### src/rtl/image_write_arbiter.sv
// image_write_arbiter: frame-granular round-robin arbiter streaming one source's pixels to the BMP writer.
module image_write_arbiter #(
  parameter int WIDTH  = 768,
  parameter int HEIGHT = 512,
  parameter int GAP    = 4
) (
  input  logic        HCLK,
  input  logic        HRESET,
  input  logic        req_a,
  input  logic        req_b,
  input  logic        a_valid,
  output logic        a_ready,
  input  logic [7:0]  a_r,
  input  logic [7:0]  a_g,
  input  logic [7:0]  a_b,
  input  logic        b_valid,
  output logic        b_ready,
  input  logic [7:0]  b_r,
  input  logic [7:0]  b_g,
  input  logic [7:0]  b_b,
  output logic        hsync,
  output logic [7:0]  DATA_WRITE_R0,
  output logic [7:0]  DATA_WRITE_G0,
  output logic [7:0]  DATA_WRITE_B0,
  output logic        grant_a,
  output logic        grant_b,
  output logic        busy,
  output logic        frame_done,
  output logic [15:0] frame_cnt
);
  localparam int CW = WIDTH > 1 ? $clog2(WIDTH) : 1;
  localparam int RW = HEIGHT > 1 ? $clog2(HEIGHT) : 1;
  localparam int GW = $clog2(GAP + 1);
  typedef enum logic [1:0] {IDLE, STREAM, DRAIN} state_t;
  state_t          r_state;
  logic [CW-1:0]   r_col;
  logic [RW-1:0]   r_row;
  logic [GW-1:0]   r_gap;
  logic            r_pref_b;
  logic            w_acc;
  logic            w_last_col;
  logic            w_last_row;
  logic            w_pick_b;
  logic [23:0]     w_pix;
  assign a_ready    = r_state == STREAM && grant_a;
  assign b_ready    = r_state == STREAM && grant_b;
  assign busy       = r_state != IDLE;
  assign w_acc      = (a_valid && a_ready) || (b_valid && b_ready);
  assign w_pix      = grant_b ? {b_r, b_g, b_b} : {a_r, a_g, a_b};
  assign w_last_col = r_col == CW'(WIDTH - 1);
  assign w_last_row = r_row == RW'(HEIGHT - 1);
  // with both requesting, r_pref_b names the source that did not own the last frame
  assign w_pick_b   = req_b && (!req_a || r_pref_b);
  always_ff @(posedge HCLK) begin
    if (HRESET) begin
      r_state       <= IDLE;
      r_col         <= '0;
      r_row         <= '0;
      r_gap         <= '0;
      r_pref_b      <= 1'b0;
      hsync         <= 1'b0;
      DATA_WRITE_R0 <= '0;
      DATA_WRITE_G0 <= '0;
      DATA_WRITE_B0 <= '0;
      grant_a       <= 1'b0;
      grant_b       <= 1'b0;
      frame_done    <= 1'b0;
      frame_cnt     <= '0;
    end else begin
      hsync      <= w_acc;
      frame_done <= 1'b0;
      case (r_state)
        IDLE: if (req_a || req_b) begin
          r_state <= STREAM;
          grant_a <= !w_pick_b;
          grant_b <= w_pick_b;
        end
        STREAM: if (w_acc) begin
          {DATA_WRITE_R0, DATA_WRITE_G0, DATA_WRITE_B0} <= w_pix;
          r_col <= w_last_col ? '0 : r_col + 1'b1;
          r_row <= w_last_col ? r_row + 1'b1 : r_row;
          if (w_last_col && w_last_row) begin
            r_state    <= DRAIN;
            r_row      <= '0;
            r_gap      <= '0;
            r_pref_b   <= grant_a;
            frame_done <= 1'b1;
            frame_cnt  <= frame_cnt + 16'd1;
          end
        end
        DRAIN: if (r_gap == GW'(GAP - 1)) begin
          r_state <= IDLE;
          grant_a <= 1'b0;
          grant_b <= 1'b0;
        end else begin
          r_gap <= r_gap + 1'b1;
        end
        default: r_state <= IDLE;
      endcase
    end
  end
endmodule

### config.mk
export PLATFORM = sky130hd
export DESIGN_NAME = image_write_arbiter
export DESIGN_NICKNAME = d
export VERILOG_FILES = /design/src/rtl/image_write_arbiter.sv
export SDC_FILE = /design/constraint.sdc
export NUM_CORES = 1
export LEC_CHECK = 0
export ABC_AREA = 1
export CORE_MARGIN = 2
export CORE_UTILIZATION = 51
export DETAILED_ROUTE_END_ITERATION = 16
export HOLD_SLACK_MARGIN = 0.15
export PLACE_DENSITY = 0.85
export SYNTH_ARGS = -nofsm -noshare
export SYNTH_HDL_FRONTEND = slang
export SYNTH_SLANG_ARGS = --single-unit
### constraint.sdc
create_clock -name HCLK -period 4.5 [get_ports HCLK]
set_input_delay 0.45 -clock HCLK [delete_from_list [all_inputs] [get_ports HCLK]]
set_output_delay 0.45 -clock HCLK [all_outputs]
set_load 0.05 [all_outputs]
# After elaboration in Yosys (flattened, before gate mapping)
# Index checks and enable logic that the tools add are counted.
# word_totals
regBits	69
latchBits	0
ramBits	0
rom_bits	0
output_inout_bits	47
elab_cells	71
n_memories	0
# op_classes
addsub	4
multipliers	0
div	0
n_lt_le_gt_ge	0
n_eq_ne	10
shift	0
muxes	19
bitwise_logic	2
reduce_logical	23
# ops
operator	n
2-to-1 mux 24 bit	1
2-to-1 mux 9 bit	2
adder 16 x 1 -> 16 bit, second input constant	1
adder 10 x 1 -> 10 bit, second input constant	1
== test 10 bit, second input constant	1
2-to-1 mux 10 bit	1
adder 9 x 1 -> 9 bit, second input constant	1
== test 9 bit, second input constant	1
2-to-1 mux 3 bit	3
AND reduction 3 bit	3
2-to-1 mux 2 bit	4
!= test 2 bit, second input constant	4
AND reduction 4 bit	2
nonzero test 2 bit	4
logical AND 1 bit	6
one-hot mux 2 bit (3 select lines)	1
one-hot mux 3 bit (2 select lines)	1
2-to-1 mux 1 bit	4
one-hot mux 1 bit (2 select lines)	2
adder 3 x 1 -> 3 bit, second input constant	1
== test 3 x 2 -> 1 bit, second input constant	1
logical OR 1 bit	3
OR reduction 3 bit	1
== test 2 x 1 -> 1 bit, second input constant	1
6 further kinds	8

# Logic depth before layout (Yosys ltp)
# logic_depth
depth_word	6
mapped_depth	14
ltp_nobuf	13

# Least setup slack after synthesis
# Ideal clock, no wire load.
# synth_timing
path_type	reg-to-output
startpoint	register grant_b
endpoint	output b_ready
arrival_time_ps	1781
required_time_ps	4050
path_slack_ps	2269
path_stages_with_launch	5
n_path_buf	2
path_cell_list	dfxtp_1 buf_4 inv_2 clkbuf_1 nor2_1
# synth_via
elab_chain_cells	1
# synth_rtl
item	line	rtl
start: declaration	26	output logic grant_b,
start signal: assignment	76	grant_b <= w_pick_b;
logical AND 1 bit	46	assign b_ready = r_state == STREAM && grant_b;
end: declaration	17	output logic b_ready,
# No other way between the ends.

# Worst setup path in the final report
# Ends and elaborated chain as after synthesis.

==> results.txt <==
Status -> complete, no violations
Area Growth Syn to Fin -> 34.4%
Worst reg2reg setup slack -> 1.89 ns
Worst-path maximum fanout -> 28
Gate Count Post-Synth -> 499
Final setup TNS -> 0 ns
Antenna viol nets, final -> 0
Initial core utilization -> 53.5%
Yosys reg bits -> 69
Critical path endpoint category -> primary output
Reg-to-Reg End -> r_row[0]
Worst-margin pin slew -> 0.938 ns
Worst-case clock buffer depth -> 2
Net count reported at finish -> 653
Post-CTS Setup Inserts -> 0
Max-slew violations -> 0
Final wirelength -> 8880 µm
# setup viols final -> 0
Fillers -> 552
Syn_area_per_cell -> 6.92 µm²
Placed cell count -> 659
Via count -> 3604
Mapped Area -> 3450 µm²
Critical Setup Path Class -> flop to primary output
Library cells used by synthesis -> 30
Starting DRT DRC Count -> 168
CP Data Required Time -> 4.05 ns
Routability cong. -> 0.817
Placed Area -> 4460 µm²
Synth warn -> 0
Register area -> 1380 µm²
Vias in the first global route -> 3413
Die Wd -> 86.3 µm
Final hold violation count -> 0
Site Rows -> 29
Core ar. -> 6460 µm²
TritonCTS Buffers -> 9
VDD IR max -> 0.000146 V
Type of the tightest min-delay check -> flop to flop
N_diodes -> 0
Die Area -> 7450 µm²
Post-route clock period utilization -> 71.0%
Met3 GRT Util -> 6.67%
Layout cells sized above 1 -> 6.20%
Final worst-path setup slack -> 1.30 ns
IO Port Bufs -> 100
Worst Setup Start Kind -> flop
Post_cts resized -> 0
CTS tree -> built
Clock root cell -> clkbuf_8
R2R cell count -> 7
Sequential-to-total area share from yosys stat -> 40.0%
First-pass GRT wire length -> 14600 µm
Total global-route track usage -> 24.6%
Max Freq -> 313 MHz
Min-delay src -> r_gap[2]
Die height -> 86.3 µm
Syn Nets -> 559
Arrival time at the worst endpoint -> 2.75 ns
Tmin final -> 3.20 ns
Largest net degree at the start of global routing -> 65
Relative slew slack -> 37.4%
Sink Count -> 69
IO Count -> 101
Place WS -> 1.68 ns
Hold depth -> 2
DR pass1 iterations -> 5
Initial antenna violation count -> 0
# hold bufs at CTS -> 0
Vias per cell -> 5.35
Reg clk slew, reported paths -> 0.06 ns
Avg WL per Cell -> 13.2 µm
Grt met1 use -> 27.0%
Gr busiest metal -> met2
Min Hold Slack -> 0.486 ns
Leakage -> 1.83 nW
Met2 track demand over resource -> 44.0%
Reg-to-reg startpoint -> grant_b
Dpl hpwl -> 6440 µm
# H-tree levels -> 3
P per Cell Area -> 277 nW/µm²
Cell area after layout -> 4640 µm²
Max_cap viols -> 0
Area occupied by multi-input gates -> 1800 µm²
RSZ-0062 raised after global routing -> no
DRC Markers -> 0
Cell Count, Final, Fillers Out -> 674
Worst skew pair latency -> 0.35 ns
Hold Path Sink -> r_gap[2]
Worst clock skew -> 0.00642 ns
Grt total ovfl -> 0
==> layout by cell type, fill, tap and decap left out, drive strengths merged, types with 6 or more instances in the layout <==
cell           instances
nor2                  56
nand2                157
ha                     6
a31oi                 25
inv                   48
nand4                 11
a21oi                 30
o21ai                 34
dfxtp                 69
nand3                 23
clkbuf                14
nor3                   9
clkdlybuf4s50        100
==> cells in the mapped netlist <==
cell      instances  area [µm²]
a21oi_1          30         150
a31o_2            1        8.76
a31oi_1          25         156
and3_1            2        12.5
buf_1             1        3.75
buf_2             4        20.0
buf_4             2        15.0
buf_6             2        22.5
clkbuf_1          9        33.8
dfxtp_1          69        1380
ha_1              6        75.1
inv_1            46         173
inv_2             2        7.51
nand2_1         149         559
nand2_2           6        37.5
nand2_4           2        22.5
nand3_1          21         105
nand3_2           1        10.0
nand3_4           1        17.5
nand4_1          11        68.8
nor2_1           48         180
nor2_2            2        12.5
nor2_4            4        45.0
nor2_8            2        40.0
nor3_1            9        45.0
o21ai_0          34         170
o21bai_1          1        7.51
or2_2             2        12.5
xnor2_1           3        26.3
xor2_1            4        35.0
==> power breakdown <==
part           internal (mW)  switching, mW
Combinational         0.0808          0.106
Clock                  0.242          0.220
Sequential             0.626         0.0123
==> cell families after synthesis <==
kind of cell / synth area share [%]
AOI/OAI and AO/OA: 14.3
xor gates and xnor gates: 1.77
adders and majority gates: 2.17
buffers and inverters: 7.97
DFF: 40.0
and+or+nand+nor: 33.8
==> sequential cells by signal (all words and copies together), names as in the netlist <==
signal / flops
frame_cnt: 16
DATA_WRITE_B0: 8
DATA_WRITE_R0: 8
r_pref_b: 1
r_gap: 3
hsync: 1
grant_a: 1
frame_done: 1
r_row: 9
r_col: 10
grant_b: 1
DATA_WRITE_G0: 8
r_state: 2
==> worst max-delay path by stage <==
stage | startpoint | endpoint | slack (ns) | cells past startpoint
after global placement | grant_b | b_ready | 1.71 | 3
final | grant_b | b_ready | 1.30 | 3
after detailed placement | grant_b | b_ready | 1.68 | 3
after CTS | grant_b | b_ready | 1.29 | 3
after floorplan | grant_b | b_ready | 2.27 | 4
after global routing | grant_b | b_ready | 1.15 | 3
==> through the flow <==
| stage | utilization (%) | power (mW) |
|---|---|---|
| 2_1_floorplan | - | 0.750 |
| 3_5_place_dp | 69.1 | 0.839 |
| 4_1_cts | 71.9 | 1.30 |
| 6_report | 71.9 | 1.29 |
| 3_3_place_gp | 69.1 | 0.837 |
| 5_1_grt | 71.9 | 1.33 |
==> area by class of cell <==
| type | instances | share of cell area (%) |
|---|---|---|
| timing repair buffer | 101 | 21.7 |
| tap | 77 | 2.08 |
| sequential | 69 | 29.8 |
| multi-input combinational | 364 | 38.7 |
| clock buffer | 14 | 3.72 |
| inverter | 48 | 3.88 |
| clock inverter | 1 | 0.108 |
==> routing by layer <==
layer | share of wire [%] | vias up
met5 | 0 | -
met3 | 6.6 | 22
met4 | 2.5 | 0
met1 | 40 | 1652
met2 | 51 | 121
li1 | - | 1809
==> critical path: stages (launching register included) <==
cell and delay (ns):
dfxtp_1 0.93, inv_2 0.42, nor2_1 0.20, clkdlybuf4s50_1 0.84
(Power assumes the default switching activity.)
